### config.mk
export PLATFORM = sky130hd
export DESIGN_NAME = miriscv_mem_arbiter_flat
export DESIGN_NICKNAME = d
export VERILOG_FILES = /design/src/rtl/miriscv_mem_arbiter_if.sv /design/src/rtl/miriscv_mem_arbiter.sv /design/src/flat_wrapper.sv
export SDC_FILE = /design/constraint.sdc
export NUM_CORES = 1
export LEC_CHECK = 0
export CAP_MARGIN = 10
export CORE_AREA = 8 8 102 104
export CTS_BUF_LIST = sky130_fd_sc_hd__clkbuf_2 sky130_fd_sc_hd__clkbuf_4 sky130_fd_sc_hd__clkbuf_8
export DETAILED_ROUTE_END_ITERATION = 7
export DIE_AREA = 0 0 110 112
export PLACE_DENSITY = 0.69
export REMOVE_ABC_BUFFERS = 1
export SYNTH_ARGS = -nofsm -noshare
export SYNTH_HDL_FRONTEND = slang
export SYNTH_SLANG_ARGS = --single-unit
### constraint.sdc
create_clock -name clk_i -period 2.1 [get_ports clk_i]
set_input_delay 0.525 -clock clk_i [delete_from_list [all_inputs] [get_ports clk_i]]
set_output_delay 0.525 -clock clk_i [all_outputs]
set_load 0.01 [all_outputs]
### src/rtl/miriscv_mem_arbiter_if.sv
// Bundle of the fetch, LSU and memory-side signals around miriscv_mem_arbiter.
// The slave modport is the arbiter's view; the master modport is the surrounding core and memory.
interface miriscv_mem_arbiter_if #(
  parameter int XLEN = 32
);
  logic              instr_req_i;
  logic [XLEN-1:0]   instr_addr_i;
  logic              instr_gnt_o;
  logic              instr_rvalid_o;
  logic [XLEN-1:0]   instr_rdata_o;

  logic              data_req_i;
  logic              data_we_i;
  logic [XLEN/8-1:0] data_be_i;
  logic [XLEN-1:0]   data_addr_i;
  logic [XLEN-1:0]   data_wdata_i;
  logic              data_gnt_o;
  logic              data_rvalid_o;
  logic [XLEN-1:0]   data_rdata_o;

  logic              mem_req_o;
  logic              mem_we_o;
  logic [XLEN/8-1:0] mem_be_o;
  logic [XLEN-1:0]   mem_addr_o;
  logic [XLEN-1:0]   mem_wdata_o;
  logic              mem_gnt_i;
  logic              mem_rvalid_i;
  logic [XLEN-1:0]   mem_rdata_i;

  logic              spurious_rsp_o;

  modport slave (
    input  instr_req_i, instr_addr_i,
    output instr_gnt_o, instr_rvalid_o, instr_rdata_o,
    input  data_req_i, data_we_i, data_be_i, data_addr_i, data_wdata_i,
    output data_gnt_o, data_rvalid_o, data_rdata_o,
    output mem_req_o, mem_we_o, mem_be_o, mem_addr_o, mem_wdata_o,
    input  mem_gnt_i, mem_rvalid_i, mem_rdata_i,
    output spurious_rsp_o
  );

  modport master (
    output instr_req_i, instr_addr_i,
    input  instr_gnt_o, instr_rvalid_o, instr_rdata_o,
    output data_req_i, data_we_i, data_be_i, data_addr_i, data_wdata_i,
    input  data_gnt_o, data_rvalid_o, data_rdata_o,
    input  mem_req_o, mem_we_o, mem_be_o, mem_addr_o, mem_wdata_o,
    output mem_gnt_i, mem_rvalid_i, mem_rdata_i,
    input  spurious_rsp_o
  );
endinterface

### src/rtl/miriscv_mem_arbiter.sv
// Shares one memory port between fetch and LSU; an in-order owner queue routes responses back.
// Define MIRISCV_ARB_RR_EN for round-robin arbitration; otherwise data has fixed priority over instr.
module miriscv_mem_arbiter #(
  parameter int OUTSTANDING = 2,
  parameter int XLEN        = 32
) (
  input logic               clk_i,
  input logic               rst_i,
  miriscv_mem_arbiter_if.slave bus
);

  localparam int CNT_W = $clog2(OUTSTANDING + 1);
  localparam int PTR_W = (OUTSTANDING > 1) ? $clog2(OUTSTANDING) : 1;
  localparam logic [CNT_W-1:0] CNT_MAX  = CNT_W'(OUTSTANDING);
  localparam logic [PTR_W-1:0] PTR_LAST = PTR_W'(OUTSTANDING - 1);

  logic [OUTSTANDING-1:0] owner_reg, owner_next;
  logic [PTR_W-1:0]       wr_ptr_reg, wr_ptr_next;
  logic [PTR_W-1:0]       rd_ptr_reg, rd_ptr_next;
  logic [CNT_W-1:0]       count_reg, count_next;

  logic              full;
  logic              data_wins;
  logic              mem_req;
  logic              grant;
  logic              pop;
  logic              head_owner;
  logic              mem_we;
  logic [XLEN/8-1:0] mem_be;
  logic [XLEN-1:0]   mem_addr;
  logic [XLEN-1:0]   mem_wdata;

  // Full comes from the registered count only, so a response never frees a slot combinationally.
  assign full    = (count_reg == CNT_MAX);
  assign mem_req = (bus.instr_req_i | bus.data_req_i) & ~full;
  assign grant   = mem_req & bus.mem_gnt_i;

`ifdef MIRISCV_ARB_RR_EN
  logic last_data_reg, last_data_next;

  // Under contention the side that did not win the previous grant goes first.
  assign data_wins = bus.data_req_i & (~bus.instr_req_i | ~last_data_reg);

  always_comb begin
    last_data_next = last_data_reg;
    if (grant) begin
      last_data_next = data_wins;
    end
  end

  always_ff @(posedge clk_i) begin
    if (rst_i) begin
      last_data_reg <= 1'b0;
    end else begin
      last_data_reg <= last_data_next;
    end
  end
`else
  assign data_wins = bus.data_req_i;
`endif

  // With no requester at all the memory fields idle at zero rather than showing the instr defaults.
  always_comb begin
    mem_we    = 1'b0;
    mem_be    = '0;
    mem_addr  = '0;
    mem_wdata = '0;
    if (data_wins) begin
      mem_we    = bus.data_we_i;
      mem_be    = bus.data_be_i;
      mem_addr  = bus.data_addr_i;
      mem_wdata = bus.data_wdata_i;
    end else if (bus.instr_req_i) begin
      mem_be    = '1;
      mem_addr  = bus.instr_addr_i;
    end
  end

  assign bus.mem_req_o   = mem_req;
  assign bus.mem_we_o    = mem_we;
  assign bus.mem_be_o    = mem_be;
  assign bus.mem_addr_o  = mem_addr;
  assign bus.mem_wdata_o = mem_wdata;
  assign bus.instr_gnt_o = grant & ~data_wins;
  assign bus.data_gnt_o  = grant & data_wins;

  assign pop        = bus.mem_rvalid_i & (count_reg != '0);
  assign head_owner = owner_reg[rd_ptr_reg];

  assign bus.instr_rvalid_o = pop & ~head_owner;
  assign bus.data_rvalid_o  = pop & head_owner;
  assign bus.instr_rdata_o  = bus.mem_rdata_i;
  assign bus.data_rdata_o   = bus.mem_rdata_i;
  assign bus.spurious_rsp_o = bus.mem_rvalid_i & (count_reg == '0);

  genvar gi;
  generate
    for (gi = 0; gi < OUTSTANDING; gi++) begin : g_owner
      assign owner_next[gi] = (grant && (wr_ptr_reg == PTR_W'(gi))) ? data_wins : owner_reg[gi];
    end
  endgenerate

  always_comb begin
    wr_ptr_next = wr_ptr_reg;
    rd_ptr_next = rd_ptr_reg;
    count_next  = count_reg;
    if (grant) begin
      wr_ptr_next = (wr_ptr_reg == PTR_LAST) ? '0 : wr_ptr_reg + 1'b1;
    end
    if (pop) begin
      rd_ptr_next = (rd_ptr_reg == PTR_LAST) ? '0 : rd_ptr_reg + 1'b1;
    end
    case ({grant, pop})
      2'b10:   count_next = count_reg + 1'b1;
      2'b01:   count_next = count_reg - 1'b1;
      default: count_next = count_reg;
    endcase
  end

  always_ff @(posedge clk_i) begin
    if (rst_i) begin
      wr_ptr_reg <= '0;
      rd_ptr_reg <= '0;
      count_reg  <= '0;
    end else begin
      wr_ptr_reg <= wr_ptr_next;
      rd_ptr_reg <= rd_ptr_next;
      count_reg  <= count_next;
    end
  end

  // Entries are only meaningful below count, so the payload needs no reset.
  always_ff @(posedge clk_i) begin
    owner_reg <= owner_next;
  end

endmodule

### src/flat_wrapper.sv
// flat-port wrapper written by rule: the top's interface ports become plain ports
module miriscv_mem_arbiter_flat 
#(
  parameter int OUTSTANDING = 2,
  parameter int XLEN        = 32
)
  (clk_i, rst_i, bus_instr_req_i, bus_instr_addr_i, bus_instr_gnt_o, bus_instr_rvalid_o, bus_instr_rdata_o, bus_data_req_i, bus_data_we_i, bus_data_be_i, bus_data_addr_i, bus_data_wdata_i, bus_data_gnt_o, bus_data_rvalid_o, bus_data_rdata_o, bus_mem_req_o, bus_mem_we_o, bus_mem_be_o, bus_mem_addr_o, bus_mem_wdata_o, bus_mem_gnt_i, bus_mem_rvalid_i, bus_mem_rdata_i, bus_spurious_rsp_o);
  miriscv_mem_arbiter_if #(.XLEN(XLEN)) bus_i ();
  input logic clk_i;
  input logic rst_i;
  input wire logic [$bits(bus_i.instr_req_i)-1:0] bus_instr_req_i;
  input wire logic [$bits(bus_i.instr_addr_i)-1:0] bus_instr_addr_i;
  output wire logic [$bits(bus_i.instr_gnt_o)-1:0] bus_instr_gnt_o;
  output wire logic [$bits(bus_i.instr_rvalid_o)-1:0] bus_instr_rvalid_o;
  output wire logic [$bits(bus_i.instr_rdata_o)-1:0] bus_instr_rdata_o;
  input wire logic [$bits(bus_i.data_req_i)-1:0] bus_data_req_i;
  input wire logic [$bits(bus_i.data_we_i)-1:0] bus_data_we_i;
  input wire logic [$bits(bus_i.data_be_i)-1:0] bus_data_be_i;
  input wire logic [$bits(bus_i.data_addr_i)-1:0] bus_data_addr_i;
  input wire logic [$bits(bus_i.data_wdata_i)-1:0] bus_data_wdata_i;
  output wire logic [$bits(bus_i.data_gnt_o)-1:0] bus_data_gnt_o;
  output wire logic [$bits(bus_i.data_rvalid_o)-1:0] bus_data_rvalid_o;
  output wire logic [$bits(bus_i.data_rdata_o)-1:0] bus_data_rdata_o;
  output wire logic [$bits(bus_i.mem_req_o)-1:0] bus_mem_req_o;
  output wire logic [$bits(bus_i.mem_we_o)-1:0] bus_mem_we_o;
  output wire logic [$bits(bus_i.mem_be_o)-1:0] bus_mem_be_o;
  output wire logic [$bits(bus_i.mem_addr_o)-1:0] bus_mem_addr_o;
  output wire logic [$bits(bus_i.mem_wdata_o)-1:0] bus_mem_wdata_o;
  input wire logic [$bits(bus_i.mem_gnt_i)-1:0] bus_mem_gnt_i;
  input wire logic [$bits(bus_i.mem_rvalid_i)-1:0] bus_mem_rvalid_i;
  input wire logic [$bits(bus_i.mem_rdata_i)-1:0] bus_mem_rdata_i;
  output wire logic [$bits(bus_i.spurious_rsp_o)-1:0] bus_spurious_rsp_o;
  assign bus_i.instr_req_i = bus_instr_req_i;
  assign bus_i.instr_addr_i = bus_instr_addr_i;
  assign bus_instr_gnt_o = bus_i.instr_gnt_o;
  assign bus_instr_rvalid_o = bus_i.instr_rvalid_o;
  assign bus_instr_rdata_o = bus_i.instr_rdata_o;
  assign bus_i.data_req_i = bus_data_req_i;
  assign bus_i.data_we_i = bus_data_we_i;
  assign bus_i.data_be_i = bus_data_be_i;
  assign bus_i.data_addr_i = bus_data_addr_i;
  assign bus_i.data_wdata_i = bus_data_wdata_i;
  assign bus_data_gnt_o = bus_i.data_gnt_o;
  assign bus_data_rvalid_o = bus_i.data_rvalid_o;
  assign bus_data_rdata_o = bus_i.data_rdata_o;
  assign bus_mem_req_o = bus_i.mem_req_o;
  assign bus_mem_we_o = bus_i.mem_we_o;
  assign bus_mem_be_o = bus_i.mem_be_o;
  assign bus_mem_addr_o = bus_i.mem_addr_o;
  assign bus_mem_wdata_o = bus_i.mem_wdata_o;
  assign bus_i.mem_gnt_i = bus_mem_gnt_i;
  assign bus_i.mem_rvalid_i = bus_mem_rvalid_i;
  assign bus_i.mem_rdata_i = bus_mem_rdata_i;
  assign bus_spurious_rsp_o = bus_i.spurious_rsp_o;
  miriscv_mem_arbiter #(.OUTSTANDING(OUTSTANDING), .XLEN(XLEN)) u_core (.clk_i(clk_i), .rst_i(rst_i), .bus(bus_i));
endmodule
==> summary.txt <==
Status
  • Outcome: completed

Critical path
  • Slowest cell delay on critical path: 0.22 ns
  • Worst Path Max Fanout: 12
  • WP data arrival: 1.53 ns
  • Worst Setup Path Type: primary input to output pin
  • Endpoint class of the critical path: output pin
  • CP Cell Sequence: buf_4, nor2b_4, buf_6, buf_12, buf_16, a22o_1, buf_2
  • CP required: ~1.6 ns
  • Startpoint types: primary input
  • Crit-path slowest cell: a22o_1
  • R2r setup slk: 0.36 ns

Power and ir drop
  • NetSw: 364 µW
  • PwrDens: about 380 nW/µm²
  • Peak supply drop: 0.121 mV
  • Logic pwr share: 65.7%
  • Internal power: 739 µW
  • P_leak: 0.00137 µW
  • Sw Ratio: 33.0%
  • Clock share of power: approximately 18%
  • Seq pwr share: 16.7%

Routing
  • First-pass DRT Iterations: 4
  • DR DRC count: 0
  • Via count: 1784
  • First-iteration detailed-routing DRC count: 66
  • Via-per-instance ratio: 4.25
  • WL/cell: 26.0 µm
  • DRT Wirelength: 10900 µm
  • Post-route ant nets: 0

Synthesis
  • Number of enable flip-flop cells after synthesis: 2
  • Synth Area in Compound Gates: 25.3%
  • Fraction of synthesized cell area in xor and xnor cells: approximately 1.9%
  • Synth top cells by count: buf_4 (64), and2_1 (33), a22o_1 (32)
  • Area share of fa/ha/maj cells after synthesis: less than 1%
  • Distinct cells, synth: 23
  • Mean area per synthesized cell: 7.58 µm²
  • Top_reg_cell synth: dfxtp_1
  • FFs w/ async S/R, synth: 0%
  • Yosys warnings: 0
  • Synth top area cells: buf_4 (35%), a22o_1 (21%), and2_1 (15%)
  • Yosys top cell by area: buf_4
  • Mapped Cells: 180
  • Multiplexer area fraction after synthesis: approximately 1.6%
  • Post-synth top area share: a little over a third
  • Most frequent cell after synthesis: buf_4
  • Post-synthesis simple-gate area fraction: between 10% and 20%
  • Main combinational cell family by area after synthesis: buffers and inverters
  • Yosys reg bits: 6
  • Netlist Area Pre-Place: 1360 µm²
  • Register area share after synthesis: roughly 10%

Floorplan
  • # rows: 35
  • Core Area: 8890 µm²
  • Die Y: 112 µm
  • Die ar.: approximately 12000 µm²
  • I/O pin count: 278
  • Die X: between 100 and 150 µm
  • Initial Utilization: 15.3%

Clock tree
  • Worst-path clk slew: 0.03 ns
  • Longest Clk Path Bufs: 2
  • Clock sinks: 6
  • CTS tree: done
  • # hold bufs at CTS: 0
  • Worst skew pair latency: between 0.2 and 0.25 ns
  • Num CTS Buffers: 3
  • Root buf cell: clkbuf_8
  • CTS H-tree depth: 1

Finish
  • Final core occ: 32.4%
  • Share of cells above drive strength 1: 20.1%
  • Finished Cell Area: 2880 µm²
  • Cell Count, Final, Fillers Out: 420
  • Final nets: 450
  • # diodes: 0
  • Synth-to-Final Area Change: 111%

STA
  • Fin crit share: a little over nine tenths
  • Relative slew margins: between 80% and 90%
  • Final setup TNS: 0 ns
  • Min Tclk post-route: around 2 ns
  • Worst clock skew: 0.00373 ns
  • Endpoints failing hold: 0
  • RSZ-0062 raised after global routing: false
  • Slew @ Worst Pin: 0.268 ns
  • Max-slew violations: 0
  • Fmax: 488 MHz
  • Final setup violation count: 0

GRT
  • Overflow after GRT: 0
  • M1 GR Usage: 17.9%
  • Gr busiest metal: met2
  • Vias in the first global route: 2079
  • Met2 Track Usage GR: 23.9%
  • First-pass GRT wire length: 15000 µm
  • GRT Total Usage: 16.9%
  • Largest net degree at the start of global routing: 28
  • Met3 Resource Use GR: 16.6%
  • Initial antenna violation count: 0

Placement
  • DP Wirelength: 9670 µm
  • DP Area: 2890 µm²
  • Inst Count DP: roughly 410
  • Final GP Congestion: 0.852
  • Port Buffers: 181

Run
  • Maxcap violations: 0

Min path
  • Worst hold-check path type: flip-flop to flip-flop
[cell families after synthesis]
logic type,Yosys count
XOR/XNOR,3
AO/OA/AOI/OAI,41
flip-flops,6
buffers and inverters,80
adder cells (fa/ha/maj),1
AND/OR/NAND/NOR,47
multiplexers,2
[path summary, 6_finish.rpt]
path,start,to,depth (start not counted)
worst max-delay path,bus_data_req_i,bus_mem_addr_o[15],7
worst min register to register,u_core.count_reg[1],u_core.count_reg[1],2
worst max register to register,u_core.count_reg[0],u_core.count_reg[1],6
worst min-delay path,u_core.count_reg[1],u_core.count_reg[1],2
[what timing repair did]
item / in CTS / in global routing
resized for setup: 191 / 2
cloned: 3 / 0
endpoints found under the setup margin: 75 / 1
pin swaps: 2 / 0
setup buffers: 4 / 0
[area by class of cell]
class / instances / area [µm²]
Multi-Input combinational cell: 94 / 684
Inverter: 4 / 15.0
Fill cell: 951 / 6010
Timing Repair Buffer: 201 / 1850
Tap cell: 111 / 139
Sequential cell: 6 / 140
Clock buffer: 4 / 48.8
[routing by layer]
metal	share of wire, %	vias to the layer above
li1	-	805
met3	23	3
met4	0.15	2
met1	36	788
met2	40	186
met5	0.76	-
[cells in the final DEF (no fill, tap or decap), types with 4 or more instances in the layout]
cell type / n
a21o_1: 4
a22o_1: 32
and2_1: 33
buf_2: 34
buf_4: 11
clkdlybuf4s50_1: 104
dfxtp_1: 4
dlygate4sd2_1: 38
inv_1: 4
nor2_1: 9
[metrics by stage]
| step | hold slack [ns] | total power (µW) | worst slack (ns) |
|---|---|---|---|
| 2_1_floorplan | 0.479 | 437 | -0.497 |
| 3_3_place_gp | 0.502 | 952 | -0.646 |
| 3_5_place_dp | 0.537 | 972 | -0.648 |
| 4_1_cts | 0.542 | 1120 | 0.0278 |
| 5_1_grt | 0.560 | 1190 | 0.00251 |
| 6_report | 0.535 | 1100 | 0.0489 |
[worst max-delay path: cells and delay by family]
| family | cells | cell delay, ns |
|---|---|---|
| AO/OA/AOI/OAI | 1 | 0.22 |
| AND/OR/NAND/NOR | 1 | 0.06 |
| buffers and inverters | 5 | 0.71 |
[power by group through the flow]
stage / sequential (µW) / combinational (µW) / clock [µW]
2_1_floorplan: 179 / 258 / 0
3_3_place_gp: 183 / 769 / 0
3_5_place_dp: 187 / 786 / 0
4_1_cts: 184 / 738 / 200
5_1_grt: 191 / 793 / 207
6_report: 184 / 725 / 193
No activity file was read; power rests on OpenSTA's default activity.
